===== src/rtl/region_bin_frame_ctrl_if.sv =====
// Pixel-timing, config and status bundle for the binarization frame controller.
interface region_bin_frame_ctrl_if #(
  parameter int CNT_W  = 12,
  parameter int COEF_W = 20
);
  logic              pre_img_vsync;
  logic              pre_img_hsync;
  logic              pre_img_valid;
  logic              cfg_wr;
  logic [1:0]        cfg_addr;
  logic [COEF_W-1:0] cfg_wdata;
  logic [COEF_W-1:0] coef;
  logic              bypass;
  logic              img_gate;
  logic              frame_busy;
  logic              frame_done;
  logic [CNT_W-1:0]  meas_width;
  logic [CNT_W-1:0]  meas_height;
  logic              timing_err;
  logic [15:0]       frame_cnt;

  modport slave (
    input  pre_img_vsync, pre_img_hsync, pre_img_valid, cfg_wr, cfg_addr, cfg_wdata,
    output coef, bypass, img_gate, frame_busy, frame_done,
           meas_width, meas_height, timing_err, frame_cnt
  );

  modport master (
    output pre_img_vsync, pre_img_hsync, pre_img_valid, cfg_wr, cfg_addr, cfg_wdata,
    input  coef, bypass, img_gate, frame_busy, frame_done,
           meas_width, meas_height, timing_err, frame_cnt
  );
endinterface


===== src/rtl/region_bin_frame_ctrl.sv =====
// Frame sequencer for the 5x5 local-mean binarizer: arms on a clean vsync rise,
// commits shadow config only at frame boundaries, measures geometry.
module region_bin_frame_ctrl #(
  parameter int CNT_W     = 12,
  parameter int COEF_W    = 20,
  parameter int DEF_COEF  = 603980,
  parameter int DRAIN_CYC = 8
) (
  input logic                 clk,
  input logic                 rst,
  region_bin_frame_ctrl_if.slave bus
);
  localparam int DW = (DRAIN_CYC > 2) ? $clog2(DRAIN_CYC) : 1;

  typedef enum logic [1:0] {IDLE, ARM, RUN, DRAIN} state_t;
  state_t state, state_nxt;

  logic vs1, vs2, hs1, hs2, val1;
  logic vs_rise, vs_fall, hs_fall;
  logic [DW-1:0] drain_cnt;
  logic drain_zero;

  logic              sh_en, sh_byp;
  logic [COEF_W-1:0] sh_coef, coef_r;
  logic              byp_r, done_r, err_r;
  logic [CNT_W-1:0]  col, row, ref_width, col_eff, mw_r, mh_r;
  logic              first_line;
  logic [15:0]       fcnt_r;

  logic gate, commit, frame_start, frame_end, line_end, line_cnt, width_bad;

  // Registered copy of stream timing; edges compare stage 1 against stage 2
  always_ff @(posedge clk or posedge rst) begin
    if (rst) begin
      vs1 <= 1'b0; vs2 <= 1'b0; hs1 <= 1'b0; hs2 <= 1'b0; val1 <= 1'b0;
    end else begin
      vs1 <= bus.pre_img_vsync; vs2 <= vs1;
      hs1 <= bus.pre_img_hsync; hs2 <= hs1;
      val1 <= bus.pre_img_valid;
    end
  end

  assign vs_rise    = vs1 & ~vs2;
  assign vs_fall    = ~vs1 & vs2;
  assign hs_fall    = ~hs1 & hs2;
  assign drain_zero = (drain_cnt == '0);

  // State register
  always_ff @(posedge clk or posedge rst) begin
    if (rst) state <= IDLE;
    else     state <= state_nxt;
  end

  // Next-state: enable only gates entry to a frame, never aborts one
  always_comb begin
    state_nxt = state;
    case (state)
      IDLE:    if (sh_en) state_nxt = ARM;
      ARM:     if (!sh_en) state_nxt = IDLE;
               else if (vs_rise) state_nxt = RUN;
      RUN:     if (vs_fall) state_nxt = DRAIN;
      DRAIN:   if (drain_zero) state_nxt = sh_en ? ARM : IDLE;
      default: state_nxt = IDLE;
    endcase
  end

  // FSM-derived strobes
  always_comb begin
    gate        = (state == RUN) || (state == DRAIN);
    frame_end   = (state == DRAIN) && drain_zero;
    commit      = (state == IDLE) || frame_end;
    frame_start = (state == ARM) && sh_en && vs_rise;
  end

  // Line accounting; a vsync drop mid-line closes the partial line
  always_comb begin
    col_eff   = (val1 && (col != '1)) ? col + 1'b1 : col;
    line_end  = (state == RUN) && (hs_fall || (vs_fall && hs1));
    line_cnt  = line_end && (col_eff != '0);
    width_bad = line_cnt && !first_line && (col_eff != ref_width);
  end

  // Column/row/reference-width working counters
  always_ff @(posedge clk or posedge rst) begin
    if (rst) begin
      col <= '0; row <= '0; ref_width <= '0; first_line <= 1'b1;
    end else if (frame_start) begin
      col <= '0; row <= '0; ref_width <= '0; first_line <= 1'b1;
    end else if (state == RUN) begin
      if (line_end) begin
        col <= '0;
        if (line_cnt) begin
          if (row != '1) row <= row + 1'b1;
          if (first_line) begin
            ref_width  <= col_eff;
            first_line <= 1'b0;
          end
        end
      end else begin
        col <= col_eff;
      end
    end
  end

  // Drain countdown lets the datapath pipeline flush after vsync drops
  always_ff @(posedge clk or posedge rst) begin
    if (rst)                              drain_cnt <= '0;
    else if ((state == RUN) && vs_fall)   drain_cnt <= DW'(DRAIN_CYC - 1);
    else if ((state == DRAIN) && !drain_zero) drain_cnt <= drain_cnt - 1'b1;
  end

  // Shadow config and sticky error; a new mismatch beats a same-cycle clear
  always_ff @(posedge clk or posedge rst) begin
    if (rst) begin
      sh_en <= 1'b0; sh_byp <= 1'b0; sh_coef <= COEF_W'(DEF_COEF); err_r <= 1'b0;
    end else begin
      if (bus.cfg_wr && (bus.cfg_addr == 2'd0)) begin
        sh_en  <= bus.cfg_wdata[0];
        sh_byp <= bus.cfg_wdata[1];
      end
      if (bus.cfg_wr && (bus.cfg_addr == 2'd1)) sh_coef <= bus.cfg_wdata;
      if (width_bad) err_r <= 1'b1;
      else if (bus.cfg_wr && (bus.cfg_addr == 2'd2) && bus.cfg_wdata[0]) err_r <= 1'b0;
    end
  end

  // Active config follows shadow only while idle or at frame close
  always_ff @(posedge clk or posedge rst) begin
    if (rst) begin
      coef_r <= COEF_W'(DEF_COEF); byp_r <= 1'b0;
    end else if (commit) begin
      coef_r <= sh_coef; byp_r <= sh_byp;
    end
  end

  // Frame-close status: done pulse, geometry latch, frame counter
  always_ff @(posedge clk or posedge rst) begin
    if (rst) begin
      done_r <= 1'b0; mw_r <= '0; mh_r <= '0; fcnt_r <= '0;
    end else begin
      done_r <= frame_end;
      if (frame_end) begin
        mw_r   <= ref_width;
        mh_r   <= row;
        fcnt_r <= fcnt_r + 16'd1;
      end
    end
  end

  assign bus.coef        = coef_r;
  assign bus.bypass      = byp_r;
  assign bus.img_gate    = gate;
  assign bus.frame_busy  = gate;
  assign bus.frame_done  = done_r;
  assign bus.meas_width  = mw_r;
  assign bus.meas_height = mh_r;
  assign bus.timing_err  = err_r;
  assign bus.frame_cnt   = fcnt_r;
endmodule


===== src/flat_wrapper.sv =====
// flat-port wrapper written by rule: the top's interface ports become plain ports
module region_bin_frame_ctrl_flat 
#(
  parameter int CNT_W     = 12,
  parameter int COEF_W    = 20,
  parameter int DEF_COEF  = 603980,
  parameter int DRAIN_CYC = 8
)
  (clk, rst, bus_pre_img_vsync, bus_pre_img_hsync, bus_pre_img_valid, bus_cfg_wr, bus_cfg_addr, bus_cfg_wdata, bus_coef, bus_bypass, bus_img_gate, bus_frame_busy, bus_frame_done, bus_meas_width, bus_meas_height, bus_timing_err, bus_frame_cnt);
  region_bin_frame_ctrl_if #(.CNT_W(CNT_W), .COEF_W(COEF_W)) bus_i ();
  input logic clk;
  input logic rst;
  input wire logic [$bits(bus_i.pre_img_vsync)-1:0] bus_pre_img_vsync;
  input wire logic [$bits(bus_i.pre_img_hsync)-1:0] bus_pre_img_hsync;
  input wire logic [$bits(bus_i.pre_img_valid)-1:0] bus_pre_img_valid;
  input wire logic [$bits(bus_i.cfg_wr)-1:0] bus_cfg_wr;
  input wire logic [$bits(bus_i.cfg_addr)-1:0] bus_cfg_addr;
  input wire logic [$bits(bus_i.cfg_wdata)-1:0] bus_cfg_wdata;
  output wire logic [$bits(bus_i.coef)-1:0] bus_coef;
  output wire logic [$bits(bus_i.bypass)-1:0] bus_bypass;
  output wire logic [$bits(bus_i.img_gate)-1:0] bus_img_gate;
  output wire logic [$bits(bus_i.frame_busy)-1:0] bus_frame_busy;
  output wire logic [$bits(bus_i.frame_done)-1:0] bus_frame_done;
  output wire logic [$bits(bus_i.meas_width)-1:0] bus_meas_width;
  output wire logic [$bits(bus_i.meas_height)-1:0] bus_meas_height;
  output wire logic [$bits(bus_i.timing_err)-1:0] bus_timing_err;
  output wire logic [$bits(bus_i.frame_cnt)-1:0] bus_frame_cnt;
  assign bus_i.pre_img_vsync = bus_pre_img_vsync;
  assign bus_i.pre_img_hsync = bus_pre_img_hsync;
  assign bus_i.pre_img_valid = bus_pre_img_valid;
  assign bus_i.cfg_wr = bus_cfg_wr;
  assign bus_i.cfg_addr = bus_cfg_addr;
  assign bus_i.cfg_wdata = bus_cfg_wdata;
  assign bus_coef = bus_i.coef;
  assign bus_bypass = bus_i.bypass;
  assign bus_img_gate = bus_i.img_gate;
  assign bus_frame_busy = bus_i.frame_busy;
  assign bus_frame_done = bus_i.frame_done;
  assign bus_meas_width = bus_i.meas_width;
  assign bus_meas_height = bus_i.meas_height;
  assign bus_timing_err = bus_i.timing_err;
  assign bus_frame_cnt = bus_i.frame_cnt;
  region_bin_frame_ctrl #(.CNT_W(CNT_W), .COEF_W(COEF_W), .DEF_COEF(DEF_COEF), .DRAIN_CYC(DRAIN_CYC)) u_core (.clk(clk), .rst(rst), .bus(bus_i));
endmodule

===== config.mk =====
export PLATFORM = sky130hd
export DESIGN_NAME = region_bin_frame_ctrl_flat
export DESIGN_NICKNAME = d
export VERILOG_FILES = /design/src/rtl/region_bin_frame_ctrl_if.sv /design/src/rtl/region_bin_frame_ctrl.sv /design/src/flat_wrapper.sv
export SDC_FILE = /design/constraint.sdc
export NUM_CORES = 1
export LEC_CHECK = 0
export BUFFER_PORTS_ARGS = -buffer_cell sky130_fd_sc_hd__buf_2
export CORE_MARGIN = 2
export CORE_UTILIZATION = 30
export CTS_BUF_LIST = sky130_fd_sc_hd__clkbuf_16
export CTS_CLUSTER_DIAMETER = 120
export DETAILED_ROUTE_END_ITERATION = 6
export PLACE_DENSITY = 0.53
export SLEW_MARGIN = 20
export SYNTH_ARGS = -nofsm -noshare
export SYNTH_HDL_FRONTEND = slang
export SYNTH_SLANG_ARGS = --single-unit
export TNS_END_PERCENT = 1

===== constraint.sdc =====
create_clock -name clk -period 10.4 [get_ports clk]
set_input_delay 1.56 -clock clk [delete_from_list [all_inputs] [get_ports clk]]
set_output_delay 1.56 -clock clk [all_outputs]
set_load 0.02 [all_outputs]

* Word-level counts from Yosys, hierarchy flattened *
Cells that the tools add are included.

word-level totals
  output and inout bits = 65
  register bits after elaboration = 132
  word-level logic and storage cells = 107

operators by class
  add/sub/neg operators = 4
  equal/unequal tests = 12
  reductions and logical operators = 35
  muxes and demuxes = 29
  bitwise operators = 6

operator list
  cell                                                    number
  2-to-1 mux 12 bit                                       14
  adder 12 x 1 -> 12 bit (second input constant)          2
  inequality test 12 bit (second input constant)          2
  adder 16 x 1 -> 16 bit (second input constant)          1
  logical AND 1 bit                                       15
  nonzero test 2 bit                                      7
  inequality test 12 bit                                  1
  AND reduction 4 bit                                     3
  nonzero test 12 bit                                     1
  2-to-1 mux 2 bit                                        5
  one-hot mux 2 bit (4 select lines)                      1
  2-to-1 mux 1 bit                                        7
  equality test 2 bit (second input constant)             3
  2-to-1 mux 3 bit                                        2
  inequality test 2 x 1 -> 1 bit (second input constant)  3
  equality test 2 x 1 -> 1 bit (second input constant)    2
  logical NOT 2 bit                                       2
  AND 1 bit                                               3
  logical NOT 3 bit                                       1
  logical OR 1 bit                                        3
  inequality test 3 x 2 -> 1 bit (second input constant)  1
  inverter 1 bit                                          3
  AND reduction 3 bit                                     1
  subtractor 3 x 1 -> 3 bit (second input constant)       1
  logical NOT 1 bit                                       2

* Logic depth before layout (Yosys ltp) *
Gate-level depths: netlist (run 1).

  word-level depth = 10
  gate-level depth with buffers = 10
  gate-level depth less buffers = 10

* Least setup slack after synthesis (run 1) *
OpenSTA, ideal clock, no wires.

  kind = reg2reg
  start = register u_core.col[0]
  end = register u_core.ref_width[11]
  stages on the path, launching flop included = 11
  data arrival time = 2.678 ns
  library setup time = 0.080 ns
  path buffers = 2
  data required time = 10.320 ns
  period minus slack after synthesis = 2.759 ns
  slack = 7.641 ns
  cells stage by stage = dfrtp_1 -> ha_1 -> and4_1 -> buf_6 -> or4b_4 -> mux2i_4 -> nand4_4 -> o41a_4 -> nand2_4 -> buf_6 -> mux2i_1

on the way
  cells in the longest elaborated chain, start to end = 8

RTL lines
  what                                                                            RTL line                      text
  start, declared                                                                 region_bin_frame_ctrl.sv:26   logic [CNT_W-1:0] col, row, ref_width, col_eff, mw_r, mh_r;
  start signal, assigned                                                          region_bin_frame_ctrl.sv:100  col <= col_eff;
  parallel branches: the longest is 2 deep, another holds adder 12 x 1 -> 12 bit  n/a
  2-to-1 mux 12 bit *                                                             region_bin_frame_ctrl.sv:77   col_eff = (val1 && (col != '1)) ? col + 1'b1 : col;
  2-to-1 mux 12 bit                                                               region_bin_frame_ctrl.sv:94   if (first_line) begin
  2-to-1 mux 12 bit                                                               region_bin_frame_ctrl.sv:92   if (line_cnt) begin
  2-to-1 mux 12 bit                                                               region_bin_frame_ctrl.sv:90   if (line_end) begin
  2-to-1 mux 12 bit                                                               region_bin_frame_ctrl.sv:89   end else if (state == RUN) begin
  2-to-1 mux 12 bit                                                               region_bin_frame_ctrl.sv:87   end else if (frame_start) begin
  end signal, assigned                                                            region_bin_frame_ctrl.sv:95   ref_width <= col_eff;
  end, declared                                                                   region_bin_frame_ctrl.sv:26

Mark *: on every way between the ends. The select of a mux whose other input is x is not followed.
A chain may end at the register's enable or synchronous reset.

* Worst setup path after layout (run 1) *
  start = register u_core.col[0]
  end = register u_core.row[5]

on the way
  cells in the longest elaborated chain, start to end = 7

RTL lines
  what                                                                            RTL line                     text
  parallel branches: the longest is 2 deep, another holds adder 12 x 1 -> 12 bit  n/a
  2-to-1 mux 12 bit *                                                             region_bin_frame_ctrl.sv:77
  nonzero test 12 bit *                                                           region_bin_frame_ctrl.sv:79  line_cnt = line_end && (col_eff != '0);
  logical AND 1 bit *                                                             region_bin_frame_ctrl.sv:79
  nonzero test 2 bit (no source line) *                                           n/a
  AND reduction 4 bit (no source line) *                                          n/a
  end signal, assigned                                                            region_bin_frame_ctrl.sv:93  if (row != '1) row <= row + 1'b1;
  end, declared                                                                   region_bin_frame_ctrl.sv:26

Mark *: on every way between the ends.

==> impl_metrics.py, run 1 <==
metrics = {
    "power_and_ir_drop": {
        "p_sw_mw": 0.489,
        "leakagePower_nw": 3.50,
        "p_clk_share_pct": 35.0,
        "pwr-share-seq_pct": 42.6,
        "irDropWorstVdd_uv": 153,
        "p_int_mw": 1.12,
        "p_comb_share_pct": 22.4,
        "power.share.switching_pct": 30.5,
        "power.density_nw_per_um2": 216,
    },
    "route": {
        "drtIter0Drc": 324,
        "viasPerCell": 4.83,
        "dr.pass1.iters": 4,
        "wl_per_cell_um": 15.3,
        "vias": 4502,
        "drt-total-wl_um": 14300,
        "drc_errors": 0,
        "antenna_left": 0,
    },
    "cts": {
        "clkSinkCount": 132,
        "cts_root_buf": "clkbuf_16",
        "htree_num_levels": 4,
        "post-cts-setup-buffers": 0,
        "numCtsBuffers": 17,
        "cts_tree": "yes",
        "path_clk_slew_ps": 60,
        "insertion_delay_ps": 410,
        "cts_resized": 0,
        "cts.path.max_buffers": 2,
        "cts_hold_buf": 0,
    },
    "timing": {
        "worst_pin_slew_ps": 1050,
        "fin_crit_sh_pct": 32.4,
        "fin_tns_setup_ps": 0,
        "finalClockSkew_ps": 5.73,
        "setup_ws_ps": 7030,
        "slew_headroom_pct": 29.5,
        "setup_viol": 0,
        "grt_setup_unrepaired": "no",
        "finalHoldViolCount": 0,
        "min_period_ps": 3370,
        "max_freq_mhz": 297,
        "maxSlewViolCount": 0,
    },
    "logic_synthesis": {
        "synth-seq-area-share_pct": 54.0,
        "synth_area_um2": 6170,
        "syn-num-nets": 594,
        "ys_types": 68,
        "synth_ff_type": "dfrtp_1",
        "ys.warnings.count": 0,
        "synth-edff-count": 0,
        "async_reset_ff_share_pct": 100,
        "synthCells": 561,
        "synth-seq-cells": 132,
        "syn_avg_cell_area_um2": 11.0,
    },
    "finish": {
        "layout_common_cells": "nand2_1, dfrtp_1, buf_2",
        "fin_nets": 684,
        "nFillCells": 2009,
        "synthToLayoutAreaGrowth_pct": 20.1,
        "mostFrequentLayoutCell": "nand2_1",
        "drive_gt1_share_pct": 31.7,
        "n_antenna_cell": 0,
    },
    "worst_setup_path": {
        "reg2reg_depth": 8,
        "path_class": "reg2reg",
        "crit_path_start_kind": "register",
        "critPathCaptureType": "register",
        "rr_startpoint": "u_core.col[0]",
        "regToRegSetupSlack_ps": 7030,
        "cp.arrival_ps": 3700,
        "reg2reg_to": "u_core.row[5]",
        "crit_required_ps": 10730,
        "critical_path.max_fanout": 12,
    },
    "place": {
        "place_ws_ps": 7100,
        "io_buffers": 92,
        "hpwl_um": 10200,
        "finalWeightedCongestion": 0.872,
    },
    "min_path": {
        "worstHoldStart": "u_core.vs1",
        "whs_endpoint": "u_core.vs2",
        "holdPathStages": 0,
        "holdCritPathClass": "reg2reg",
    },
    "grt": {
        "grt_pass1_vias": 4699,
        "grt_max_degree": 68,
        "antenna_found_initial": 0,
        "grt_pass1_wl_um": 24200,
        "overflow": 0,
        "track_usage_pct": 14.0,
    },
    "run_status": {
        "status": "finished clean",
    },
    "floorplanning": {
        "io_pins": 93,
        "rows": 52,
        "die_w_um": 147,
        "core_region_area_um2": 20200,
        "die_h_um": 147,
        "initial_core_util_pct": 30.5,
        "die-area_um2": 21700,
    },
    "job": {
        "maxCapViolations": 0,
    },
}
-- layer usage --
layer	share of wire, %	GRT usage (%)
met1	46	18.0
met3	7.7	5.68
met2	45	21.2
met5	0	0
met4	1.9	5.19
-- critical path, cell delays in order, from the launching register on --
cell and delay, ps:
dfrtp_1 550, ha_1 290, nand3_1 220, nor3_1 650
o21ai_1 350, or2b_2 320, o41ai_4 180, or4_1 550
a21oi_1 170
-- power groups by stage --
stage | clock network (mW) | registers [mW] | logic, mW
6_report | 0.561 | 0.684 | 0.359
3_3_place_gp | 0 | 0.686 | 0.353
3_5_place_dp | 0 | 0.692 | 0.363
5_1_grt | 0.601 | 0.699 | 0.395
2_1_floorplan | 0 | 0.735 | 0.206
4_1_cts | 0.574 | 0.685 | 0.365
-- area by class of cell --
cell class                 instances  area (um^2)  area share, %
sequential                       132         3330           44.9
multi-input combinational        394         2670           36.1
timing repair buffer              94          475           6.42
clock buffer                      17          425           5.74
clock inverter                    14          121           1.64
tap                              270          338           4.56
inverter                          12         47.5          0.642
-- synthesized netlist by cell type (12+ instances only) --
| cell | count | area share [%] |
|---|---|---|
| xnor2_1 | 19 | 2.7 |
| nand2_1 | 121 | 7.4 |
| dfrtp_1 | 111 | 45 |
| nor2_1 | 20 | 1.2 |
| nand3_1 | 19 | 1.5 |
| mux2_2 | 44 | 8.0 |
| dfstp_2 | 21 | 8.9 |
| o21ai_0 | 17 | 1.4 |
| clkbuf_1 | 12 | 0.73 |
| xor2_1 | 13 | 1.8 |
| a21oi_1 | 13 | 1.1 |
| mux2i_1 | 19 | 3.1 |
-- sequential cells by signal (all words and copies together), names as in the netlist, 3 cells and up, named ones only --
| signal | flops |
|---|---|
| u_core.bus.coef | 20 |
| u_core.sh_coef | 20 |
| u_core.bus.frame_cnt | 16 |
| u_core.bus.meas_height | 12 |
| u_core.bus.meas_width | 12 |
| u_core.col | 12 |
| u_core.ref_width | 12 |
| u_core.row | 12 |
| u_core.drain_cnt | 3 |
-- worst max-delay path by stage --
stage / from / to / slack, ps
2_1_floorplan: rst / async pin / 5350
3_3_place_gp: u_core.col[0] / u_core.row[5] / 7180
3_5_place_dp: u_core.col[0] / u_core.row[5] / 7100
4_1_cts: u_core.col[0] / u_core.row[5] / 7060
5_1_grt: u_core.col[0] / u_core.row[0] / 6780
6_report: u_core.col[0] / u_core.row[5] / 7030
-- logic make-up after synthesis --
logic type | share of synthesized area, %
AND/OR/NAND/NOR | 17.9
flip-flops | 54.0
AO/OA/AOI/OAI | 8.30
multiplexers | 11.5
buffers and inverters | 2.80
XOR/XNOR | 4.54
adder cells (fa/ha/maj) | 1.01
-- per-stage QoR --
| step | util, % | cell area [um^2] | total power [mW] | instances | hold slack, ps |
|---|---|---|---|---|---|
| 6_report | 36.6 | 7410 | 1.60 | 933 | 407 |
| 5_1_grt | 36.6 | 7410 | 1.69 | 933 | 434 |
| 4_1_cts | 36.6 | 7410 | 1.62 | 933 | 418 |
| 3_5_place_dp | 33.9 | 6860 | 1.05 | 902 | 402 |
| 3_3_place_gp | 33.9 | 6860 | 1.04 | 902 | 394 |
| 2_1_floorplan | - | 6170 | 0.942 | 561 | 367 |
Note: power is estimated with default switching activity, not from simulation.
==> run 2, diff against run 1 <==
==> constraint.sdc (replaced) <==
create_clock -name clk -period 3.5 [get_ports clk]
set_input_delay 0.525 -clock clk [delete_from_list [all_inputs] [get_ports clk]]
set_output_delay 0.525 -clock clk [all_outputs]
set_load 0.02 [all_outputs]
==> run 2 against run 1 <==
Net effect:
- critical path depth did not move
- combinational power rose to 3.0 times the previous value
- global-route usage is 0.13 points higher
- utilization grew 0.83 points
- sequential power rose to 3.0 times the previous value
- count of clock-buffer cells in the layout did not move
- cell count rose by 1.2%
- worst hold slack worse by 190 ps
- total power increased to 3.1 times the previous value
- register-to-register slack worse by 6800 ps
- first-iteration DRC count decreased by 31%
- non-clock buffer count up 10
- highest routed layer unchanged
==> impl_metrics.py, run 2 (synthesis gave the netlist of run 1 again) <==
metrics = {
    "cts": {
        "clkSinkCount": 132,
        "cts_resized": 0,
        "insertion_delay_ps": 410,
        "cts_hold_buf": 0,
        "path_clk_slew_ps": 60,
        "cts.path.max_buffers": 2,
        "numCtsBuffers": 17,
        "cts_tree": "yes",
        "cts_root_buf": "clkbuf_16",
        "htree_num_levels": 4,
        "post-cts-setup-buffers": 0,
    },
    "floorplanning": {
        "initial_core_util_pct": 30.5,
        "io_pins": 93,
        "die_h_um": 147,
        "rows": 52,
        "die-area_um2": 21700,
        "core_region_area_um2": 20200,
        "die_w_um": 147,
    },
    "run_status": {
        "status": "finished clean",
    },
    "grt": {
        "track_usage_pct": 14.1,
        "antenna_found_initial": 0,
        "grt_pass1_wl_um": 24400,
        "grt_max_degree": 133,
        "overflow": 0,
        "grt_pass1_vias": 4647,
    },
    "timing": {
        "slew_headroom_pct": 30.4,
        "worst_pin_slew_ps": 1040,
        "min_period_ps": 3240,
        "max_freq_mhz": 309,
        "finalClockSkew_ps": 5.34,
        "fin_tns_setup_ps": 0,
        "setup_viol": 0,
        "finalHoldViolCount": 0,
        "fin_crit_sh_pct": 92.5,
        "maxSlewViolCount": 0,
        "grt_setup_unrepaired": "no",
    },
    "worst_setup_path": {
        "regToRegSetupSlack_ps": 260,
        "reg2reg_depth": 8,
        "path_class": "reg2reg",
        "crit_path_cell_trace": "ha_1 > and4_1 > or4b_4 > mux2i_4 > nand4_4 > o41a_4 > nand2_4 > mux2i_1",
        "cp-startpoint": "u_core.col[0]",
        "crit_path_start_kind": "register",
        "crit_slowest_cell": "o41a_4",
        "crit_cells": 8,
        "critical-path-top-delay-family": "simple AND/OR/NAND/NOR gates",
        "crit_required_ps": 3830,
        "critPathCaptureType": "register",
        "reg2reg_to": "u_core.ref_width[9]",
        "crit_buf_inv": 0,
        "cp.arrival_ps": 3570,
        "critical-path-max-stage-delay_ps": 570,
        "rr_startpoint": "u_core.col[0]",
        "critical_path.max_fanout": 12,
        "crit_path_end": "u_core.ref_width[9]",
    },
    "finish": {
        "finalNonFillerCells": 944,
        "layout_common_cells": "nand2_1, dfrtp_1, buf_2",
        "synthToLayoutAreaGrowth_pct": 22.9,
        "mostFrequentLayoutCell": "nand2_1",
        "fin_nets": 694,
        "n_antenna_cell": 0,
        "drive_gt1_share_pct": 33.5,
    },
    "route": {
        "drc_errors": 0,
        "vias": 4519,
        "dr.pass1.iters": 4,
        "antenna_left": 0,
        "drt-total-wl_um": 14400,
        "wl_per_cell_um": 15.3,
        "viasPerCell": 4.79,
        "drtIter0Drc": 223,
    },
    "power_and_ir_drop": {
        "power.density_nw_per_um2": 662,
        "leakagePower_nw": 3.58,
        "irDropWorstVdd_uv": 383,
    },
    "min_path": {
        "holdCritPathClass": "in2reg",
    },
    "job": {
        "maxCapViolations": 0,
    },
    "place": {
        "hpwl_um": 10100,
        "io_buffers": 92,
        "finalWeightedCongestion": 0.901,
        "post-place-cells": 912,
    },
}
run 2: cell count changes in the layout (fill, tap and decap cells not counted), sizes merged:
cell | before | now
clkinvlp | 2 | 4
clkinv | 7 | 4
bufinv | 2 | 4
buf | 94 | 104
run 2: final cells by class:
type,count,area [um^2]
sequential,132,3330
fill,2026,12700
timing repair buffer,104,563
clock inverter,15,206
tap,270,338
inverter,12,48.8
multi-input combinational,394,2670
clock buffer,17,425
run 2: how the worst min path moves through the flow:
| stage | start | end | cells past startpoint |
|---|---|---|---|
| finish | bus_pre_img_valid | u_core.val1 | 1 |
| global route | bus_pre_img_hsync | u_core.hs1 | 1 |
| CTS | bus_pre_img_valid | u_core.val1 | 1 |
| detailed placement | u_core.hs1 | u_core.hs2 | 0 |
| global placement | u_core.hs1 | u_core.hs2 | 0 |
| floorplan | u_core.vs1 | u_core.vs2 | 0 |
run 2: metal layers:
| layer | vias up | share of wire (%) | GRT usage (%) | wire, um |
|---|---|---|---|---|
| li1 | 2168 | - | - | - |
| met1 | 2227 | 46 | 18.6 | 6670 |
| met2 | 105 | 46 | 21.6 | 6580 |
| met3 | 19 | 6.5 | 5.09 | 944 |
| met4 | 0 | 1.7 | 4.86 | 251 |
| met5 | - | 0 | 0 | 0 |
run 2: where the power goes:
group	switching (mW)	leakage, nW	total (mW)	internal, mW
clock network	0.705	0.303	1.91	1.20
registers	0.196	1.70	2.04	1.84
logic	0.616	1.58	1.07	0.459
total	1.52	3.58	5.02	3.50
run 2: stage by stage:
| step | util [%] | area [um^2] | setup slack, ps | hold WS (ps) | power [mW] |
|---|---|---|---|---|---|
| floorplan | - | 6170 | 741 | 367 | 2.80 |
| finish | 37.5 | 7580 | 262 | 217 | 5.02 |
| detailed placement | 34.3 | 6950 | 280 | 389 | 3.15 |
| global route | 37.5 | 7580 | 73.1 | 193 | 5.30 |
| CTS | 37.5 | 7580 | 265 | 196 | 5.09 |
| global placement | 34.3 | 6950 | 384 | 398 | 3.10 |
